--- src/rtl/display_pkg.sv ---
// Shared types and constants for the 7-segment display capture path.
// Segment patterns are high-true, ordered gfedcba.
package display_pkg;

  localparam int unsigned NUM_DIGITS = 4;

  localparam logic [6:0] SEG_0     = 7'h3F;
  localparam logic [6:0] SEG_1     = 7'h06;
  localparam logic [6:0] SEG_2     = 7'h5B;
  localparam logic [6:0] SEG_3     = 7'h4F;
  localparam logic [6:0] SEG_4     = 7'h66;
  localparam logic [6:0] SEG_5     = 7'h6D;
  localparam logic [6:0] SEG_6     = 7'h7D;
  localparam logic [6:0] SEG_7     = 7'h07;
  localparam logic [6:0] SEG_8     = 7'h7F;
  localparam logic [6:0] SEG_9     = 7'h6F;
  localparam logic [6:0] SEG_BLANK = 7'h00;

  // Normalised (high-true) sample of the display pins.
  typedef struct packed {
    logic [3:0] an;
    logic       dp;
    logic [6:0] seg;
  } sample_t;

endpackage

--- src/rtl/display_capture_seg7_decode.sv ---
// Combinational decode of a high-true gfedcba segment pattern into BCD.
// All-off reads as blank; any non-decimal pattern reads as invalid.
module seg7_decode
  import display_pkg::*;
(
  input  logic [6:0] seg_i,
  output logic [3:0] bcd_o,
  output logic       blank_o,
  output logic       invalid_o
);

  always_comb begin
    bcd_o     = '0;
    blank_o   = 1'b0;
    invalid_o = 1'b0;
    case (seg_i)
      SEG_0:     bcd_o = 4'd0;
      SEG_1:     bcd_o = 4'd1;
      SEG_2:     bcd_o = 4'd2;
      SEG_3:     bcd_o = 4'd3;
      SEG_4:     bcd_o = 4'd4;
      SEG_5:     bcd_o = 4'd5;
      SEG_6:     bcd_o = 4'd6;
      SEG_7:     bcd_o = 4'd7;
      SEG_8:     bcd_o = 4'd8;
      SEG_9:     bcd_o = 4'd9;
      SEG_BLANK: blank_o = 1'b1;
      default:   invalid_o = 1'b1;
    endcase
  end

endmodule

--- src/rtl/display_capture.sv ---
// Captures a scanned 7-segment display: debounces each anode strobe,
// decodes it into per-digit BCD/flags, and tracks staleness and frames.
module display_capture
  import display_pkg::*;
#(
  parameter bit          SEG_ACTIVE_LOW = 1'b1,
  parameter bit          AN_ACTIVE_LOW  = 1'b1,
  parameter int unsigned STABLE_CYCLES  = 16,
  parameter int unsigned TIMEOUT_CYCLES = 2000000
) (
  input  logic        clk,
  input  logic        rst,
  input  logic [6:0]  seg,
  input  logic        dp,
  input  logic [3:0]  an,
  output logic [15:0] digits,
  output logic [3:0]  blank,
  output logic [3:0]  dp_out,
  output logic [3:0]  invalid,
  output logic [3:0]  stale,
  output logic        frame_valid,
  output logic        multi_an_err
);

  localparam logic [6:0]  SEG_XOR    = SEG_ACTIVE_LOW ? 7'h7F : 7'h00;
  localparam logic        DP_XOR     = SEG_ACTIVE_LOW;
  localparam logic [3:0]  AN_XOR     = AN_ACTIVE_LOW ? 4'hF : 4'h0;
  localparam logic [7:0]  ACCEPT_CNT = 8'(STABLE_CYCLES - 2);
  localparam logic [20:0] AGE_LAST   = 21'(TIMEOUT_CYCLES - 1);

  logic [6:0]  seg_q;
  logic        dp_q;
  logic [3:0]  an_q;
  sample_t     cur;
  sample_t     prev_q;
  logic [7:0]  cnt_q, cnt_d;
  logic        stable;
  logic        accept;
  logic [2:0]  n_active;
  logic [3:0]  commit_vec;
  logic        mae_d, mae_q;
  logic        fv_d, fv_q;
  logic [3:0]  seen_q, seen_d, seen_all;
  logic [15:0] dig_q, dig_d;
  logic [3:0]  blank_q, blank_d;
  logic [3:0]  dpo_q, dpo_d;
  logic [3:0]  inv_q, inv_d;
  logic [3:0]  stale_q, stale_d;
  logic [20:0] age_q [NUM_DIGITS];
  logic [20:0] age_d [NUM_DIGITS];
  logic [3:0]  dec_bcd;
  logic        dec_blank;
  logic        dec_invalid;

  assign cur.an  = an_q ^ AN_XOR;
  assign cur.dp  = dp_q ^ DP_XOR;
  assign cur.seg = seg_q ^ SEG_XOR;

  // Counter equals ACCEPT_CNT only once per stable run (it then climbs
  // past it and saturates), so acceptance lands on the edge it hits S-1.
  assign stable = (cur == prev_q);
  assign accept = stable && (cnt_q == ACCEPT_CNT);

  always_comb begin
    cnt_d = '0;
    if (stable) begin
      cnt_d = (cnt_q == 8'hFF) ? cnt_q : cnt_q + 8'd1;
    end
  end

  always_comb begin
    n_active = '0;
    for (int unsigned i = 0; i < NUM_DIGITS; i++) begin
      n_active = n_active + {2'b00, cur.an[i]};
    end
  end

  assign commit_vec = (accept && n_active == 3'd1) ? cur.an : '0;
  assign mae_d      = accept && (n_active > 3'd1);

  seg7_decode u_decode (
    .seg_i     (cur.seg),
    .bcd_o     (dec_bcd),
    .blank_o   (dec_blank),
    .invalid_o (dec_invalid)
  );

  always_comb begin
    dig_d   = dig_q;
    blank_d = blank_q;
    dpo_d   = dpo_q;
    inv_d   = inv_q;
    stale_d = stale_q;
    for (int unsigned i = 0; i < NUM_DIGITS; i++) begin
      age_d[i] = age_q[i];
      if (commit_vec[i]) begin
        dig_d[4*i +: 4] = dec_bcd;
        blank_d[i]      = dec_blank;
        dpo_d[i]        = cur.dp;
        inv_d[i]        = dec_invalid;
        age_d[i]        = '0;
        stale_d[i]      = 1'b0;
      end else begin
        if (age_q[i] != '1) begin
          age_d[i] = age_q[i] + 21'd1;
        end
        if (age_q[i] == AGE_LAST) begin
          stale_d[i] = 1'b1;
        end
      end
    end
  end

  assign seen_all = seen_q | commit_vec;

  always_comb begin
    seen_d = seen_all;
    fv_d   = 1'b0;
    if (seen_all == 4'hF) begin
      seen_d = '0;
      fv_d   = 1'b1;
    end
  end

  always_ff @(posedge clk) begin
    if (rst) begin
      seg_q   <= SEG_XOR;
      dp_q    <= DP_XOR;
      an_q    <= AN_XOR;
      prev_q  <= '0;
      cnt_q   <= '0;
      dig_q   <= '0;
      blank_q <= '1;
      dpo_q   <= '0;
      inv_q   <= '0;
      stale_q <= '0;
      seen_q  <= '0;
      fv_q    <= 1'b0;
      mae_q   <= 1'b0;
      for (int unsigned i = 0; i < NUM_DIGITS; i++) begin
        age_q[i] <= '0;
      end
    end else begin
      seg_q   <= seg;
      dp_q    <= dp;
      an_q    <= an;
      prev_q  <= cur;
      cnt_q   <= cnt_d;
      dig_q   <= dig_d;
      blank_q <= blank_d;
      dpo_q   <= dpo_d;
      inv_q   <= inv_d;
      stale_q <= stale_d;
      seen_q  <= seen_d;
      fv_q    <= fv_d;
      mae_q   <= mae_d;
      for (int unsigned i = 0; i < NUM_DIGITS; i++) begin
        age_q[i] <= age_d[i];
      end
    end
  end

  assign digits       = dig_q;
  assign blank        = blank_q;
  assign dp_out       = dpo_q;
  assign invalid      = inv_q;
  assign stale        = stale_q;
  assign frame_valid  = fv_q;
  assign multi_an_err = mae_q;

endmodule

--- config.mk ---
export PLATFORM = sky130hd
export DESIGN_NAME = display_capture
export DESIGN_NICKNAME = d
export VERILOG_FILES = /design/src/rtl/display_pkg.sv /design/src/rtl/display_capture_seg7_decode.sv /design/src/rtl/display_capture.sv
export SDC_FILE = /design/constraint.sdc
export NUM_CORES = 1
export LEC_CHECK = 0
export ABC_AREA = 0
export CORE_UTILIZATION = 45
export CTS_CLUSTER_DIAMETER = 30
export DETAILED_ROUTE_END_ITERATION = 8
export PLACE_DENSITY = 0.67
export SYNTH_ARGS = -nofsm -noshare
export SYNTH_HDL_FRONTEND = slang
export SYNTH_HIERARCHICAL = 1
export SYNTH_SLANG_ARGS = --single-unit
--- constraint.sdc ---
create_clock -name clk -period 2.9 [get_ports clk]
set_input_delay 0.58 -clock clk [delete_from_list [all_inputs] [get_ports clk]]
set_output_delay 0.58 -clock clk [all_outputs]
set_load 0.05 [all_outputs]
==> results of run 1 <==
## final cells by class
| type | instances | area [sq um] | area share [%] |
|---|---|---|---|
| clock buffers | 19 | 443 | 5.12 |
| clock inverters | 12 | 198 | 2.29 |
| inverters | 21 | 78.8 | 0.911 |
| multi-input cells | 621 | 3810 | 44.1 |
| flip-flops and latches | 154 | 3080 | 35.6 |
| well taps | 211 | 264 | 3.05 |
| repair buffers | 76 | 771 | 8.91 |
## metal layers
layer | GRT usage, % | vias to the layer above | part of all wire, %
met3 | 5.22 | 18 | 4.3
met4 | 6.02 | 0 | 1.2
met5 | 0 | - | 0
met2 | 32.0 | 123 | 45
li1 | - | 3140 | -
met1 | 27.8 | 2897 | 49
## sequential cells by signal (all words and copies together) (netlist names)
register	flops
cnt_q	8
age_q	84
seen_q	4
seg_q	7
blank	4
prev_q	12
dp_q	1
invalid	4
dp_out	4
digits	16
multi_an_err	1
stale	4
frame_valid	1
an_q	4
## through the flow
step                cell area (sq um)  power [mW]  cells  setup slack [ns]
finish                           8650        4.81   1114             0.123
floorplan                        7120        2.36    832         0.0000815
CTS                              8580        4.84   1112            0.0668
detailed placement               7910        2.43   1081           -0.0662
global route                     8650        4.97   1114          -0.00983
global placement                 7910        2.43   1081            0.0326
## layout by cell type, fill, tap and decap left out, types with 20 or more instances in the layout
master,instances
xnor2_1,35
nor2_1,84
clkdlybuf4s50_1,47
nand3_1,35
inv_1,20
o31ai_1,21
a21oi_1,76
nand4_1,30
buf_4,21
dfxtp_1,154
or3_1,27
nand2_1,81
## cells by family after synthesis
logic type	count (synthesis)	synth area share (%)
and+or+nand+nor	399	30.6
AOI/OAI and AO/OA	156	13.2
DFF	154	43.4
buffers and inverters	57	3.85
xor gates and xnor gates	45	5.54
muxes	11	1.55
adders and majority gates	10	1.87
## path summary, 6_finish.rpt
kind	slack, ns	endpoint	start	cells after the start
worst min-delay path	0.45	prev_q[5]	seg_q[5]	1
worst max-delay path	0.12	age_q[3][20]	an_q[0]	11
worst max register to register	0.12	age_q[3][20]	an_q[0]	11
worst min register to register	0.45	prev_q[5]	seg_q[5]	1
## what timing repair did
item / in CTS / in global routing
pin swaps: 0 / 2
setup endpoints to repair: 66 / 73
gates resized for setup: 7 / 8
setup buffers: 0 / 1
gates cloned: 0 / 1
## power by group
group | leakage (nW) | internal (mW) | switching [mW]
logic | 1.39 | 0.0998 | 0.125
clock network | 0.309 | 1.54 | 0.874
registers | 1.25 | 2.15 | 0.0258
total | 2.94 | 3.79 | 1.02
==> results.yml, run 1 <==
clock_network:
  clockBufferDepth: 2
  path_clk_slew_ns: 0.06
  htree_levels: 4
  cts_inserted_buffers: 17
  cts_hold_buf: 0
  cts_tree: "built"
  clk_latency_ns: 0.42
  cts.sinks: 154
  root_buffer: "clkbuf_16"
finish:
  areaGrowthSynthToFinish_pct: 21.7
  final_util_pct: 56.5
  n_antenna_cell: 0
  drive_gt1_share_pct: 11.2
  nets: 915
  nFillCells: 1404
synth:
  synth_area_sq_mm: 0.00711
  synth_warnings: 6
  synth_common_cells: "154 x dfxtp_1, 84 x nand2_1, 84 x nor2_1, 76 x a21oi_1"
  yosys.area.top_type: "dfxtp_1"
  synth.avg_cell_area_sq_um: 8.55
  synth-main-ff-cell: "dfxtp_1"
  synth_most_common_cell: "dfxtp_1"
  synth_fp_nets: 856
  synthTopCellsByArea: "dfxtp_1 43%, a21oi_1 5.3%, nand2_1 4.4%"
  synth_edf_count: 0
  synth_seq_cells: 154
  ys_types: 64
  ys_seq_area_share_pct: 43.4
  synth_cells: 832
  synth_top_area_share_pct: 43.4
  async_reset_ff_share_pct: 0
job:
  max_cap_viol_count: 0
placement:
  dp_hpwl_mm: 10.8
  gp_congestion: 0.838
  io_buffer_count: 47
routing:
  drtPass1Iterations: 5
  antenna_left: 0
  drt_iter0_markers: 507
  wl_mm: 16.0
  post-route-drc-count: 0
  wl_per_cell_um: 14.3
  num_vias: 6178
  routed_via_density: 5.55
sta:
  hold-worst-slack_ns: 0.454
  final_max_slew_viol_count: 0
  skew_ns: 0.00650
  layout_min_cycle_time_ns: 2.78
  setup_viol: 0
  maxSlewHeadroom_pct: 49.7
  worstMarginPinSlew_ns: 0.747
  fin_crit_sh_pct: 95.8
  rsz0062_at_grt: "true"
  fmax_mhz: 360
  tns_ns: 0
  hold_violations: 0
die:
  num_rows: 45
  coreArea_sq_mm: 0.0153
  io_pins: 48
  die_h_um: 128
  initial_utilization_pct: 46.4
  die_area_sq_mm: 0.0163
  die_x_um: 128
grt:
  grt_pass1_wl_mm: 27.0
  grt_overflow: 0
  grt_pass1_vias: 5613
  grt_usage_pct: 20.4
  grt_max_degree: 29
  antenna_found_initial: 0
worst_setup_path:
  crit_type: "reg -> reg"
  cpPeakStageDelay_ns: 0.53
  critPathLaunchType: "flop"
  crit_required_ns: 3.21
  end_kind: "flop"
  slowest_stage: "fa_1"
  critPathBufInv: 3
  cp.arrival_ns: 3.09
  crit_family: "simple AND/OR/NAND/NOR gates"
  path_max_fanout: 12
  worstPathCellList: "fa_1, inv_1, ha_1, inv_1, ha_1, or3b_4, nor4_2, and4_4, or2_4, buf_12, o21ba_1"
worst_hold_path:
  min_path_type: "reg -> reg"
status:
  run_status: "completed"
power:
  p_leak_nw: 2.94
  irDropWorstVdd_mv: 0.524
  p_per_area_mw_per_mm2: 556
(Power assumes the default switching activity.)
==> run 2: changes to the inputs <==
--- a/config.mk
+++ b/config.mk
@@ -6,6 +6,7 @@
 export NUM_CORES = 1
 export LEC_CHECK = 0
 export ABC_AREA = 0
+export CORE_MARGIN = 2
 export CORE_UTILIZATION = 45
 export CTS_CLUSTER_DIAMETER = 30
 export DETAILED_ROUTE_END_ITERATION = 8
==> run 2 against run 1 <==
Against the previous run: final cell count is 0.18% higher; sequential share of layout area is 0.065 points higher; non-clock buffer count is 1 higher; maximum frequency is 0.88% lower; critical path depth stayed put; setup slack worse by 0.025 ns; final area is 0.10% lower; register-to-register slack worse by 0.02 ns; core utilization is 0.057 points lower; die area is 3.2% higher; sequential power hardly changed; critical path type unchanged; highest routed layer unchanged.
==> results.yml, run 2 (synthesis results as in run 1) <==
die:
  die_x_um: 130
  io_pins: 48
  num_rows: 45
  initial_utilization_pct: 46.4
  coreArea_sq_mm: 0.0153
  die_h_um: 130
  die_area_sq_mm: 0.0168
routing:
  wl_met2_mm: 7.31
  post-route-drc-count: 0
  routed_via_density: 5.56
  topRoutingLayerUsed: "met4"
  wl_per_cell_um: 14.5
  antenna_left: 0
  wl_met1_mm: 7.65
  drt_iter0_markers: 427
  num_vias: 6209
  dr_wl_met3_um: 882
  drtPass1Iterations: 5
  wl_mm: 16.1
worst_setup_path:
  rrSetupSlack_ns: 0.1
  reg2reg_depth: 11
  path_max_fanout: 6
  r2r_start: "an_q[0]"
  critPathLaunch: "an_q[0]"
  critPathLaunchType: "flop"
  end_kind: "flop"
  crit_required_ns: 3.22
  endpoint: "age_q[3][20]"
  rr_endpoint: "age_q[3][20]"
  crit_type: "reg -> reg"
  cp.arrival_ns: 3.12
power:
  switching_share_pct: 23.4
  pwr-share-comb_pct: 5.0
  irDropWorstVdd_mv: 0.410
  p_per_area_mw_per_mm2: 537
  pwr-share-clk_pct: 48.2
  p_seq_share_pct: 46.8
  p_leak_nw: 2.92
  p_sw_mw: 1.08
  intPower_mw: 3.55
finish:
  mostFrequentLayoutCells: "152 x dfxtp_1, 84 x nor2_1, 82 x nand2_1, 76 x a21oi_1, 47 x clkdlybuf4s50_1"
  final_common_cell: "dfxtp_1"
  nets: 916
  n_antenna_cell: 0
  largest_register_ffs: 84
  fin_cells: 1116
  drive_gt1_share_pct: 11.7
  top_register: "age_q"
  areaGrowthSynthToFinish_pct: 21.5
sta:
  fmax_mhz: 357
  maxSlewHeadroom_pct: 49.3
  worstMarginPinSlew_ns: 0.753
  layout_min_cycle_time_ns: 2.80
  setup_viol: 0
  final_max_slew_viol_count: 0
  hold_violations: 0
  fin_crit_sh_pct: 96.6
  tns_ns: 0
  hold-worst-slack_ns: 0.458
  skew_ns: 0.00829
clock_network:
  clockBufferDepth: 2
  clk_latency_ns: 0.43
  root_buffer: "clkbuf_16"
  cts_tree: "built"
  path_clk_slew_ns: 0.07
  cts_inserted_buffers: 17
  cts.sinks: 154
  cts_hold_buf: 0
  htree_levels: 4
grt:
  grt_overflow: 0
  grt_pass1_wl_mm: 27.0
  grt_max_degree: 26
  grt_pass1_vias: 5685
  grt_usage_pct: 19.9
  antenna_found_initial: 0
job:
  max_cap_viol_count: 0
placement:
  io_buffer_count: 47
  gp_congestion: 0.853
  place_inst: 1081
  dp_hpwl_mm: 11.0
worst_hold_path:
  min_path_type: "reg -> reg"
status:
  run_status: "completed"
==> run 2: metal layers <==
layer / track usage (%) / vias to the layer above
li1: - / 3150
met1: 26.6 / 2895
met2: 30.6 / 145
met3: 4.92 / 19
met4: 9.04 / 0
met5: 0 / -
==> run 2: per-stage QoR <==
step	area (sq um)	setup WS (ns)	power [mW]	utilization, %
2_1_floorplan	7120	0.0000815	2.36	-
3_3_place_gp	7910	0.0352	2.43	51.7
3_5_place_dp	7910	-0.0791	2.43	51.7
4_1_cts	8540	0.0154	4.67	55.8
5_1_grt	8640	-0.000102	4.80	56.4
6_report	8640	0.0985	4.64	56.4
==> run 2: worst max-delay path: stages, from the launching register on <==
cell	delay, ns
dfxtp_2	0.33
fa_1	0.46
inv_1	0.08
ha_2	0.20
inv_2	0.03
ha_1	0.27
or3b_4	0.44
nor4_4	0.14
and4_4	0.29
or2_4	0.18
buf_12	0.13
o21ba_1	0.13
==> run 2: timing repair <==
item | in CTS | in global routing
buffers inserted | 0 | 1
pin swaps | 0 | 2
cloned | 0 | 2
resized for setup | 6 | 10
setup endpoints to repair | 74 | 56
==> run 2: layout make-up <==
type | count | area [sq um]
fillers | 1403 | 6670
multi-input cells | 621 | 3830
flip-flops and latches | 154 | 3090
repair buffers | 77 | 788
clock buffers | 18 | 439
well taps | 211 | 264
clock inverters | 14 | 160
inverters | 21 | 78.8
==> run 2: how the worst min path moves through the flow <==
stage,from,endpoint,cells past startpoint
after CTS,digits[4],digits[4],2
after floorplan,dp_q,prev_q[7],1
final,digits[4],digits[4],2
after global routing,seg_q[1],prev_q[1],1
after detailed placement,seg_q[1],prev_q[1],1
after global placement,seg_q[6],prev_q[6],1
==> run 2: power groups by stage <==
stage | combinational (mW) | sequential [mW] | clock, mW
2_1_floorplan | 0.148 | 2.21 | 0
3_3_place_gp | 0.208 | 2.22 | 0
3_5_place_dp | 0.210 | 2.22 | 0
4_1_cts | 0.217 | 2.17 | 2.28
5_1_grt | 0.258 | 2.17 | 2.37
6_report | 0.231 | 2.17 | 2.23
